==> src/rtl/matrix_result_serializer.sv <==
// matrix_result_serializer: captures the 3x3 multiplier result and streams it
// as HDR_BYTE, data bytes, XOR checksum over a valid/ack byte handshake with a
// mandatory one-cycle gap after every ack.
// Optional build macro SER_FULL_WIDTH_EN: send each element as two bytes
// (MSB first) instead of one mapped byte.
module matrix_result_serializer #(
  parameter int         ELEM_W   = 16,
  parameter int         N_ELEM   = 9,
  parameter logic [7:0] HDR_BYTE = 8'hA5,
  parameter bit         SAT      = 1'b1
) (
  input  logic                     clk,
  input  logic                     rst,
  input  logic                     load,
  input  logic [ELEM_W*N_ELEM-1:0] c_flat,
  input  logic                     out_ack,
  output logic                     out_valid,
  output logic [7:0]               out_byte,
  output logic                     busy,
  output logic                     done
);

`ifdef SER_FULL_WIDTH_EN
  localparam int NBYTES = 2 * N_ELEM;
`else
  localparam int NBYTES = N_ELEM;
`endif
  localparam int IW = $clog2(NBYTES + 1);
  localparam int EW = $clog2(N_ELEM);

  typedef enum logic [1:0] {IDLE, HDR, DATA, CSUM} state_t;

  state_t                     state, state_nxt;
  logic [ELEM_W*N_ELEM-1:0]   data_q;
  logic [IW-1:0]              idx;
  logic [7:0]                 csum;
  logic                       gap;
  logic                       ack_ok;
  logic                       last_data;
  logic [EW-1:0]              eidx;
  logic [ELEM_W-1:0]          e;
  logic [7:0]                 data_byte;
  logic [ELEM_W-1:0]          elem [N_ELEM];

  // Row-major element view of the latched result, element 0 in the top bits.
  for (genvar g = 0; g < N_ELEM; g++) begin : g_elem
    assign elem[g] = data_q[ELEM_W*N_ELEM-1-ELEM_W*g -: ELEM_W];
  end

  // A byte is offered whenever a frame is active, except in the gap cycle after an ack.
  assign out_valid = (state != IDLE) && !gap;
  assign busy      = (state != IDLE);
  assign ack_ok    = out_ack && out_valid;
  assign last_data = (idx == IW'(NBYTES - 1));

  // Select the current data byte from the byte index.
  always_comb begin
    data_byte = 8'h00;
`ifdef SER_FULL_WIDTH_EN
    eidx = EW'(idx >> 1);
    e    = elem[eidx];
    data_byte = idx[0] ? e[7:0] : e[15:8];
`else
    eidx = EW'(idx);
    e    = elem[eidx];
    if (SAT && (|e[ELEM_W-1:8])) data_byte = 8'hFF;
    else                         data_byte = e[7:0];
`endif
  end

  // Output byte mux; IDLE drives zero so reset leaves the bus quiet.
  always_comb begin
    out_byte = 8'h00;
    case (state)
      HDR:     out_byte = HDR_BYTE;
      DATA:    out_byte = data_byte;
      CSUM:    out_byte = csum;
      default: out_byte = 8'h00;
    endcase
  end

  // State register.
  always_ff @(posedge clk) begin
    if (!rst) state <= IDLE;
    else      state <= state_nxt;
  end

  // Next-state logic: advance only on an ack that lands on a valid byte.
  always_comb begin
    state_nxt = state;
    case (state)
      IDLE: if (load)                 state_nxt = HDR;
      HDR:  if (ack_ok)               state_nxt = DATA;
      DATA: if (ack_ok && last_data)  state_nxt = CSUM;
      CSUM: if (ack_ok)               state_nxt = IDLE;
      default:                        state_nxt = IDLE;
    endcase
  end

  // Datapath: latch on accepted load, accumulate checksum per data ack, gap and done pulses.
  always_ff @(posedge clk) begin
    if (!rst) begin
      data_q <= '0;
      idx    <= '0;
      csum   <= 8'h00;
      gap    <= 1'b0;
      done   <= 1'b0;
    end else begin
      gap  <= ack_ok;
      done <= (state == CSUM) && ack_ok;
      if (state == IDLE && load) begin
        data_q <= c_flat;
        idx    <= '0;
        csum   <= 8'h00;
      end
      if (state == DATA && ack_ok) begin
        csum <= csum ^ data_byte;
        idx  <= idx + 1'b1;
      end
    end
  end

endmodule

==> config.mk <==
export PLATFORM = sky130hd
export DESIGN_NAME = matrix_result_serializer
export DESIGN_NICKNAME = d
export VERILOG_FILES = /design/src/rtl/matrix_result_serializer.sv
export SDC_FILE = /design/constraint.sdc
export NUM_CORES = 1
export LEC_CHECK = 0
export BUFFER_PORTS_ARGS = -buffer_cell sky130_fd_sc_hd__buf_4
export CAP_MARGIN = 5
export CORE_MARGIN = 2
export CORE_UTILIZATION = 45
export CTS_CLUSTER_SIZE = 16
export DETAILED_ROUTE_END_ITERATION = 7
export HOLD_SLACK_MARGIN = 0.12
export PLACE_DENSITY = 0.79
export RECOVER_POWER = 25
export SKIP_LAST_GASP = 1
export SYNTH_ARGS = -nofsm -noshare
export SYNTH_HDL_FRONTEND = slang
export SYNTH_SLANG_ARGS = --single-unit
==> constraint.sdc <==
create_clock -name clk -period 5.3 [get_ports clk]
set_input_delay 0.53 -clock clk [delete_from_list [all_inputs] [get_ports clk]]
set_output_delay 0.53 -clock clk [all_outputs]
set_load 0.01 [all_outputs]
[Word level (Yosys, flattened, before mapping)]
Cells that the tools add are included.
Word-level totals
  register bits after elaboration: 160
  input port bits: 148
  output and inout bits: 11
  word-level logic and storage cells: 44
Operators by class
  $add $sub $neg: 1
  magnitude comparators: 1
  eq/ne operators: 8
  mux-type cells: 14
  bitwise gates (word level): 2
  reduce and logical (&&, ||, !) cells: 12
Operators with widths (count)
  $bmux 16 s4: 1
  $mux 16: 2
  $mux 8: 3
  $pmux 8 s3: 1
  $mux 2: 4
  $mux 4: 2
  $ne 2x2->1 const B: 4
  $pmux 2 s4: 1
  $reduce_or 8->1: 1
  $xor 8x8->8: 1
  $logic_and 1x1->1: 6
  $ge 5x5->1 const B: 1
  $not 4->5: 1
  $add 4x1->4 const B: 1
  $eq 2x2->1 const B: 2
  $eq 4x4->1 const B: 1
  $reduce_and 4->1: 1
  $reduce_bool 2->1: 2
  $eq 2x1->1 const B: 1
  $logic_not 2->1: 1
  $logic_not 1->1: 1

[Logic depth before layout (Yosys ltp)]
Gate-level depths: netlist (run 1).
  word-level depth: 8
  mapped depth: 10
  mapped depth without buffers: 8

[Least setup slack after synthesis (run 1)]
No wires, ideal clock.
  path type: reg-to-output
  start: register idx[1] (netlist: eidx[1])
  end: output port out_byte[6]
  arrival: 1619 ps
  data required time: 4770 ps
  path slack: 3151 ps
  cell stages (with the launch flop): 7
  buffers on the path: 1
  cell sequence: dfxtp_1 > buf_6 > mux4_1 > mux2i_1 > o22ai_2 > o21ai_0 > a21oi_1
On the way
  longest elaborated chain between the ends: 7
RTL lines
  start, declared: RTL line 35  | logic [IW-1:0] idx;
  start signal, assigned: RTL line 118  | idx <= idx + 1'b1;
  $not 4->5 (not written as such) *: RTL line 65  | e = elem[eidx];
  $bmux 16 s4 *: RTL line 65
  $mux 16 (not written as such) * (2 in series): RTL line 65
  $reduce_or 8->1: RTL line 66  | if (SAT && (|e[ELEM_W-1:8])) data_byte = 8'hFF;
  $mux 8 *: RTL line 66
  $pmux 8 s3 *: RTL line 74  | case (state)
  end, declared: RTL line 18  | output logic [7:0] out_byte,
Every way passes the cells marked *; elsewhere a longest branch is shown, timed or not. The select of a mux whose other input is x is not followed.

[Final worst setup path (run 1)]
  start: register idx[1] (netlist: eidx[1])
  end: output port out_byte[4]
The elaborated chain is that of the path after synthesis.

==> summary.md, run 1 <==
| Metric | Value |
|---|---|
| Outcome | completed |
| Die width | between 100 and 150 um |
| Buffers on Ports | 158 |
| Required @ worst endpoint | ~4.8 ns |
| Type of the worst setup path | flop to primary output |
| Via count | 6106 |
| Worst reg2reg startpoint | state[1]$_SDFFE_PN0P_ |
| DR iter-0 viols | between 400 and 500 |
| TritonCTS Buffers | 17 |
| Synth Instances | 840 |
| R2R depth | 6 |
| Worst-case clock buffer depth | 2 |
| Setup Fix Bufs, Post-CTS | 0 |
| # fillers | around 1500 |
| Tot GR Track Use | 0.225 |
| Startpoint types | flop |
| Number of synthesized register bits | 160 |
| Maximum vdd drop | ~0.00030 V |
| First-pass GRT wire length | 29400 um |
| CTS Hold Buffers Added | 0 |
| Leak pwr | 3.56 nW |
| Gr ovfl total | 0 |
| Hold Crit Start | c_flat[85] |
| Number of diodes | 0 |
| Chip Height | 131 um |
| Dpl ws | approximately 2.3 ns |
| Final setup margin | between 1.5 and 2 ns |
| # nets final | roughly 1100 |
| CTS tree | yes |
| Critical path arrival | slightly below 3 ns |
| Final Hold Fails | 0 |
| Number of global-route vias before repair | roughly 5800 |
| PostCTS Resize Cnt | 0 |
| Worst-Skew Late Latency | ~0.43 ns |
| Async set-reset flop share out of synthesis | 0 |
| Hold Path Depth | 3 |
| Critical Path Source | eidx[1]$_SDFFE_PN0P_ |
| Synth Area in Simple Gates | 0.228 |
| Clock skew | 0.0135 ns |
| Main synth FF type | dfxtp_1 |
| Adder-cell area share of the yosys netlist | 0.0104 |
| Post-synth EDFFs | 0 |
| DP HPWL | 13200 um |
| Ordered cell list for the critical path | mux4_1 -> mux2i_1 -> o22ai_2 -> o21ai_1 -> a21oi_1 -> buf_4 |
| RSZ-0062 raised after global routing | false |
| Routability congestion estimate | 0.858 |
| Synth Area in XOR/XNOR | 0.00242 |
| Setup-failing EPs final | 0 |
| Die ar. | ~0.017 mm2 |
| Largest net degree at the start of global routing | 108 |
| Clk slew on worst S/H paths | 0.07 ns |
| Critical Path Slowest Stage Cell | dfxtp_1 |
| Period utilization | 0.657 |
| Via-to-Cell Ratio | 5.15 |
| Max-cap violation count | 0 |
| Mean Syn Cell Area | between 8 and 9 um2 |
| Sequential share of the synthesized area | 0.443 |
| # IOs | approximately 160 |
| Layout area overhead | 24.3% |
| Crit end category | primary output |
| DRC viols | 0 |
| Power Density | 421 mW/mm2 |
| Largest family of logic cells by synthesized area | simple AND/OR/NAND/NOR gates |
| CP bufs+invs | 1 |
| H-tree levels | 4 |
| Setup_tns | 0 ns |
| Layout cells sized above 1 | 0.229 |
| Reg2reg setup slack | between 2 and 2.5 ns |
| Post-synthesis mux area share | 0.0661 |
| Syn Nets | about 1000 |
| Fin. max-slew vios | 0 |
| Sink Count | 160 |
| Crit-path max FO | 23 |
| Initial core utilization | 0.458 |
| Tmin final | between 3 and 4 ns |
| Min-delay worst type | input port to flop |
| Synth Cell Area | around 0.0072 mm2 |
| Levels on crit path | 6 |
| Post-DR wirelength/cell | ~16 um |
| Initial antenna violation count | 0 |
| CP top delay family | flip-flops |
| DRT Pass-1 Iters | 4 |
| Syn. warnings | 0 |
| Peak Freq | 287 MHz |
| Synth Area in Compound Gates | 0.202 |
| Final std cells w/o fill | about 1200 |
| Post-synth cell types | 48 |
| Post-route ant nets | 0 |
| Critical Path Max Stage Delay | about 1.0 ns |
| Clock Root Buffer | clkbuf_16 |
| Slew @ Worst Pin | 1.14 ns |
| Placed cells | between 1000 and 1500 |
| Worst rel slew slack | 0.240 |
| Drt total wl | around 19000 um |
| CORE AREA | 0.0158 mm2 |
| Num rows | between 40 and 50 |
==> final cells by class <==
| type | count | area, um2 | share of cell area |
|---|---|---|---|
| clock buffer | 19 | 443 | 0.0493 |
| clock inverter | 13 | 149 | 0.0166 |
| inverter | 6 | 22.5 | 0.00251 |
| multi-input combinational | 609 | 3690 | 0.411 |
| sequential | 160 | 3200 | 0.356 |
| tap | 216 | 270 | 0.0301 |
| timing repair buffer | 162 | 1200 | 0.134 |
==> kinds of logic after synthesis <==
| kind of cell | after synthesis |
|---|---|
| compound gates | 195 |
| xor+xnor | 2 |
| fa+ha+maj | 6 |
| buf+inv | 71 |
| flops | 160 |
| mux | 24 |
| simple gates | 382 |
==> power by group <==
part | total [mW] | switching (mW) | leakage [nW] | internal, mW
Combinational | 1.01 | 0.622 | 1.96 | 0.383
Clock | 1.24 | 0.527 | 0.287 | 0.716
Sequential | 1.53 | 0.130 | 1.31 | 1.40
==> synthesized netlist by cell type, types with 2 or more instances <==
| library cell | number | area share |
|---|---|---|
| a21boi_0 | 144 | 0.15 |
| a21oi_1 | 14 | 0.0097 |
| a31oi_1 | 6 | 0.0052 |
| and2_1 | 4 | 0.0035 |
| and3_1 | 2 | 0.0017 |
| and4_1 | 8 | 0.0097 |
| buf_2 | 12 | 0.0083 |
| buf_6 | 4 | 0.0062 |
| clkbuf_1 | 45 | 0.023 |
| dfxtp_1 | 160 | 0.44 |
| ha_1 | 6 | 0.010 |
| inv_1 | 6 | 0.0031 |
| mux2i_1 | 8 | 0.011 |
| mux4_1 | 10 | 0.036 |
| mux4_2 | 6 | 0.019 |
| nand2_1 | 309 | 0.16 |
| nand3_1 | 3 | 0.0021 |
| nand4_1 | 3 | 0.0026 |
| nand4b_1 | 2 | 0.0024 |
| nor2_1 | 20 | 0.010 |
| nor3_1 | 5 | 0.0035 |
| nor3_2 | 7 | 0.0097 |
| nor4_1 | 8 | 0.0069 |
| o21a_1 | 9 | 0.0093 |
| o21ai_1 | 7 | 0.0048 |
| o22ai_2 | 8 | 0.014 |
| o31ai_1 | 2 | 0.0021 |
| or4_1 | 2 | 0.0021 |
==> registers in the layout (all words and copies together), names as in the netlist <==
| register | cells |
|---|---|
| data_q | 144 |
| csum | 8 |
| eidx | 4 |
| state | 2 |
| done | 1 |
| gap | 1 |
==> per-stage QoR <==
step	power [mW]	util	hold WS [ns]	cell area [um2]
after floorplan	2.21	-	0.438	7230
after global placement	2.56	0.533	0.448	8400
after detailed placement	2.57	0.533	0.456	8400
after CTS	3.82	0.570	0.339	9000
after global routing	3.99	0.570	0.343	8980
final	3.78	0.570	0.354	8980
==> worst reg2reg max path, cell delays in order, from the launching register on <==
cell and delay, ns:
dfxtp_1 0.46, inv_1 0.13, ha_1 0.35, nand2_4 0.82
buf_4 0.69, nand2_1 0.12, a21boi_0 0.20
==> per-layer routing <==
metal  share of wire  wire length [um]  vias up  track usage
met5               0                 0        -            0
met1            0.42              7950     2829        0.277
li1                -                 -     3069            -
met4           0.034               628        0        0.106
met2            0.48              9040      160        0.370
met3           0.059              1110       48       0.0594
==> cells in the final DEF (no fill, tap or decap), types with 6 or more instances in the layout <==
master,instances
a31oi_1,6
o22ai_2,8
ha_1,6
nand2_1,308
nor4_1,8
o21ai_1,7
mux4_1,10
nor3_2,7
mux2i_1,8
buf_4,159
a21oi_1,14
o21a_1,9
dfxtp_1,160
nor2_1,20
mux4_2,6
inv_1,6
a21boi_0,144
clkbuf_16,17
and4_1,8
==> worst paths after layout <==
check                            end
max                      out_byte[4]
min          data_q[85]$_SDFFE_PN0P_
max reg2reg  data_q[91]$_SDFFE_PN0P_
min reg2reg  data_q[14]$_SDFFE_PN0P_
No activity file was read; power rests on OpenSTA's default activity.
==> run 2, diff against run 1 <==
--- a/config.mk
+++ b/config.mk
@@ -5,6 +5,7 @@
 export SDC_FILE = /design/constraint.sdc
 export NUM_CORES = 1
 export LEC_CHECK = 0
+export ABC_AREA = 1
 export BUFFER_PORTS_ARGS = -buffer_cell sky130_fd_sc_hd__buf_4
 export CAP_MARGIN = 5
 export CORE_MARGIN = 2
==> constraint.sdc (replaced) <==
create_clock -name clk -period 3.55 [get_ports clk]
set_input_delay 0.355 -clock clk [delete_from_list [all_inputs] [get_ports clk]]
set_output_delay 0.355 -clock clk [all_outputs]
set_load 0.01 [all_outputs]
==> run 2 against run 1 <==
Worst hold slack lost 0.17 ns. Die area is 3.5% lower. Sequential power is 63% higher. Non-clock buffer count increased by 4. Clock skew fell by 0.0075 ns. Largest cell class unchanged.
==> summary.md, run 2 <==
| Metric | Value |
|---|---|
| Outcome | completed |
| Drt total wl | 17700 um (-5.3%) |
| TritonCTS Buffers | 17 (unchanged) |
| Synth Instances | 985 (+17%) |
| Main synth FF type | dfxtp_1 |
| Crit end category | primary output |
| Largest net degree at the start of global routing | 128 (+19%) |
| Worst-case clock buffer depth | 2 (unchanged) |
| GRT Max-Usage Layer | met2 |
| Grt met1 use | 0.289 (+0.0117) |
| Worst-Skew Late Latency | 0.42 ns (about the same) |
| DRT Pass-1 Iters | 5 (+1) |
| H-tree levels | 4 (unchanged) |
| Tot GR Track Use | 0.219 (-0.00592) |
| Most frequent cell after synthesis | nor2_1 |
| Max-cap violation count | 0 (unchanged) |
| Post-DR wirelength/cell | 13.6 um (-14%) |
| Area of the multi-input gates | 0.00327 mm2 (-11%) |
| PostCTS Resize Cnt | 0 (unchanged) |
| Setup Fix Bufs, Post-CTS | 0 (unchanged) |
| Die width | 128 um (-1.8%) |
| Post-synth cell types | 31 (-35%) |
| Routability congestion estimate | 0.812 (-5.3%) |
| Post-synth EDFFs | 0 (unchanged) |
| Met3 Usage GRT | 0.0470 (-0.0125) |
| Max FFs per register | 144 (unchanged) |
| Setup_tns | 0 ns (unchanged) |
| Num rows | 45 (-2.2%) |
| Critical path arrival | 2.38 ns (-0.57 ns) |
| Final Total Pwr | 6.45 mW (+71%) |
| Commonest cells in the netlist | nor2_1 (282), dfxtp_1 (160), o21ai_0 (149) |
| Initial core utilization | 0.460 (+0.00163) |
| Largest register by flop count | data_q |
| Peak Freq | between 300 and 400 MHz |
| Via-to-Cell Ratio | 5.09 (-1.3%) |
| Clock skew | 0.00601 ns (-0.00751 ns) |
| Critical Path Slowest Stage Cell | dfxtp_1 |
| Sequential share of the synthesized area | 0.460 (+0.0166) |
| Share of the synthesized area in the top cell type | 0.460 (+0.0166) |
| CTS Hold Buffers Added | 0 (unchanged) |
| Maximum vdd drop | 0.000449 V (+51%) |
| Type of the worst setup path | flop to primary output |
| Async set-reset flop share out of synthesis | 0 (unchanged) |
| DR iter-0 viols | 376 (-8.1%) |
| Number of global-route vias before repair | 6105 (+6.0%) |
| Slew @ Worst Pin | 0.931 ns (-0.209 ns) |
| Met2 GRT Util | 0.363 (-0.00684) |
| Post-route ant nets | 0 (unchanged) |
| Gr ovfl total | 0 (unchanged) |
| Layout area overhead | 25.4% |
| Core Util, Final | 0.577 (+0.00696) |
| # nets final | 1256 (+13%) |
| Crit-path max FO | 20 (-13%) |
| # fillers | 1430 (-2.1%) |
| First-pass GRT wire length | 28700 um (-2.1%) |
| Worst hold margin | 0.184 ns (-0.170 ns) |
| Setup-failing EPs final | 0 (unchanged) |
| Syn Nets | 1139 (+15%) |
| Ordered cell list for the critical path | inv_2 -> a21oi_1 -> o21ai_1 -> nand3_1 -> nand3_1 -> nand2_1 -> clkinv_1 -> nand3_2 -> nand2_1 -> a21oi_1 -> buf_4 |
| Die ar. | 0.0165 mm2 (-3.5%) |
| # IOs | 159 (unchanged) |
| FF/Latch Area | 0.00320 mm2 (unchanged) |
| Most common cell after layout, fill and taps aside | nor2_1 |
| Initial antenna violation count | 0 (unchanged) |
| Synth top area cells | dfxtp_1 (46%), nor2_1 (15%), o21ai_0 (11%), nand2_1 (6.0%), nand3_1 (3.9%) |
| Fin. max-slew vios | 0 (unchanged) |
| Buffers on Ports | 158 (unchanged) |
| Most frequent cells in the layout | nor2_1 (283), buf_4 (162), dfxtp_1 (160), o21ai_0 (150), nand2_1 (110) |
| Layout cells sized above 1 | 0.191 (-0.0379) |
| Power Density | 739 mW/mm2 (+76%) |
| Startpoint types | flop |
| Leading area contributor after synthesis | dfxtp_1 |
| DRC viols | 0 (unchanged) |
| Clk slew on worst S/H paths | 0.06 ns (about the same) |
| Critical Path Max Stage Delay | 0.59 ns (-0.43 ns) |
| Clock Root Buffer | clkbuf_16 |
| CORE AREA | 0.0151 mm2 (-4.0%) |
| Min-delay worst type | input port to flop |
| Period utilization | 0.770 |
| Number of synthesized register bits | 160 (unchanged) |
| RSZ-0062 raised after global routing | false |
| Chip Height | 128 um (-1.8%) |
| Synth Cell Area | 0.00697 mm2 (-3.6%) |
| Syn. warnings | 0 (unchanged) |
| DP HPWL | 12600 um (-4.6%) |
| Leak pwr | 3.77 nW (+6.1%) |
| Mean Syn Cell Area | 7.07 um2 (-18%) |
| Worst rel slew slack | 0.379 (+0.139) |
| Final Hold Fails | 0 (unchanged) |
| Sink Count | 160 (unchanged) |
| Required @ worst endpoint | 3.19 ns (-1.58 ns) |
| Number of diodes | 0 (unchanged) |
| Tmin final | 2.73 ns |
| CTS tree | yes |
| Via count | 6622 (+8.5%) |
[run 2: changes by cell type in the layout (fill, tap and decap cells not counted), sizes merged, moves of 9 or more]
cell    delta
nor2     +264
nand3     +62
mux4      -16
o21a       -9
a21boi   -136
nand2    -198
inv       +26
a21oi     +35
o21ai    +155
[run 2: layer usage]
layer	routed length, um	share of wire
met5	0	0
met4	267	0.015
met3	999	0.056
met2	8480	0.48
met1	7990	0.45
[run 2: logic make-up after synthesis]
| kind of cell | share of synthesized area |
|---|---|
| DFF | 0.460 |
| AOI/OAI and AO/OA | 0.166 |
| and+or+nand+nor | 0.292 |
| buffers and inverters | 0.0720 |
| adders and majority gates | 0.0108 |
[run 2: per-stage QoR]
step                      setup WS [ns]  cell area (um2)  instances
after detailed placement           1.18             8140       1271
after global placement             1.24             8140       1271
final                             0.817             8730       1302
after CTS                         0.815             8750       1302
after floorplan                    1.71             6970        985
after global routing              0.581             8730       1302
[run 2: final timing paths]
kind / from / endpoint / slack (ns) / depth (start not counted)
worst max-delay path: eidx[1]$_SDFFE_PN0P_ / out_byte[3] / 0.82 / 11
worst min-delay path: c_flat[14] / data_q[14]$_SDFFE_PN0P_ / 0.18 / 3
worst max register to register: state[1]$_SDFFE_PN0P_ / data_q[98]$_SDFFE_PN0P_ / 1.14 / 6
worst min register to register: data_q[52]$_SDFFE_PN0P_ / data_q[52]$_SDFFE_PN0P_ / 0.45 / 2
[run 2: final cells by class]
class,count,area share
inverter,44,0.0192
clock inverter,9,0.0182
sequential,160,0.367
clock buffer,22,0.0520
timing repair buffer,166,0.143
multi-input combinational,713,0.374
tap,188,0.0269
[run 2: power by group]
part,switching (mW),internal [mW]
clock,0.696,1.19
sequential,0.233,2.26
combinational,1.32,0.759
total,2.25,4.21
[run 2: worst max-delay path, delay by kind of cell (launching register included)]
kind | cells | cell delay, ns
and+or+nand+nor | 5 | 0.44
buffers and inverters | 3 | 0.49
AOI/OAI and AO/OA | 3 | 0.45
DFF | 1 | 0.59
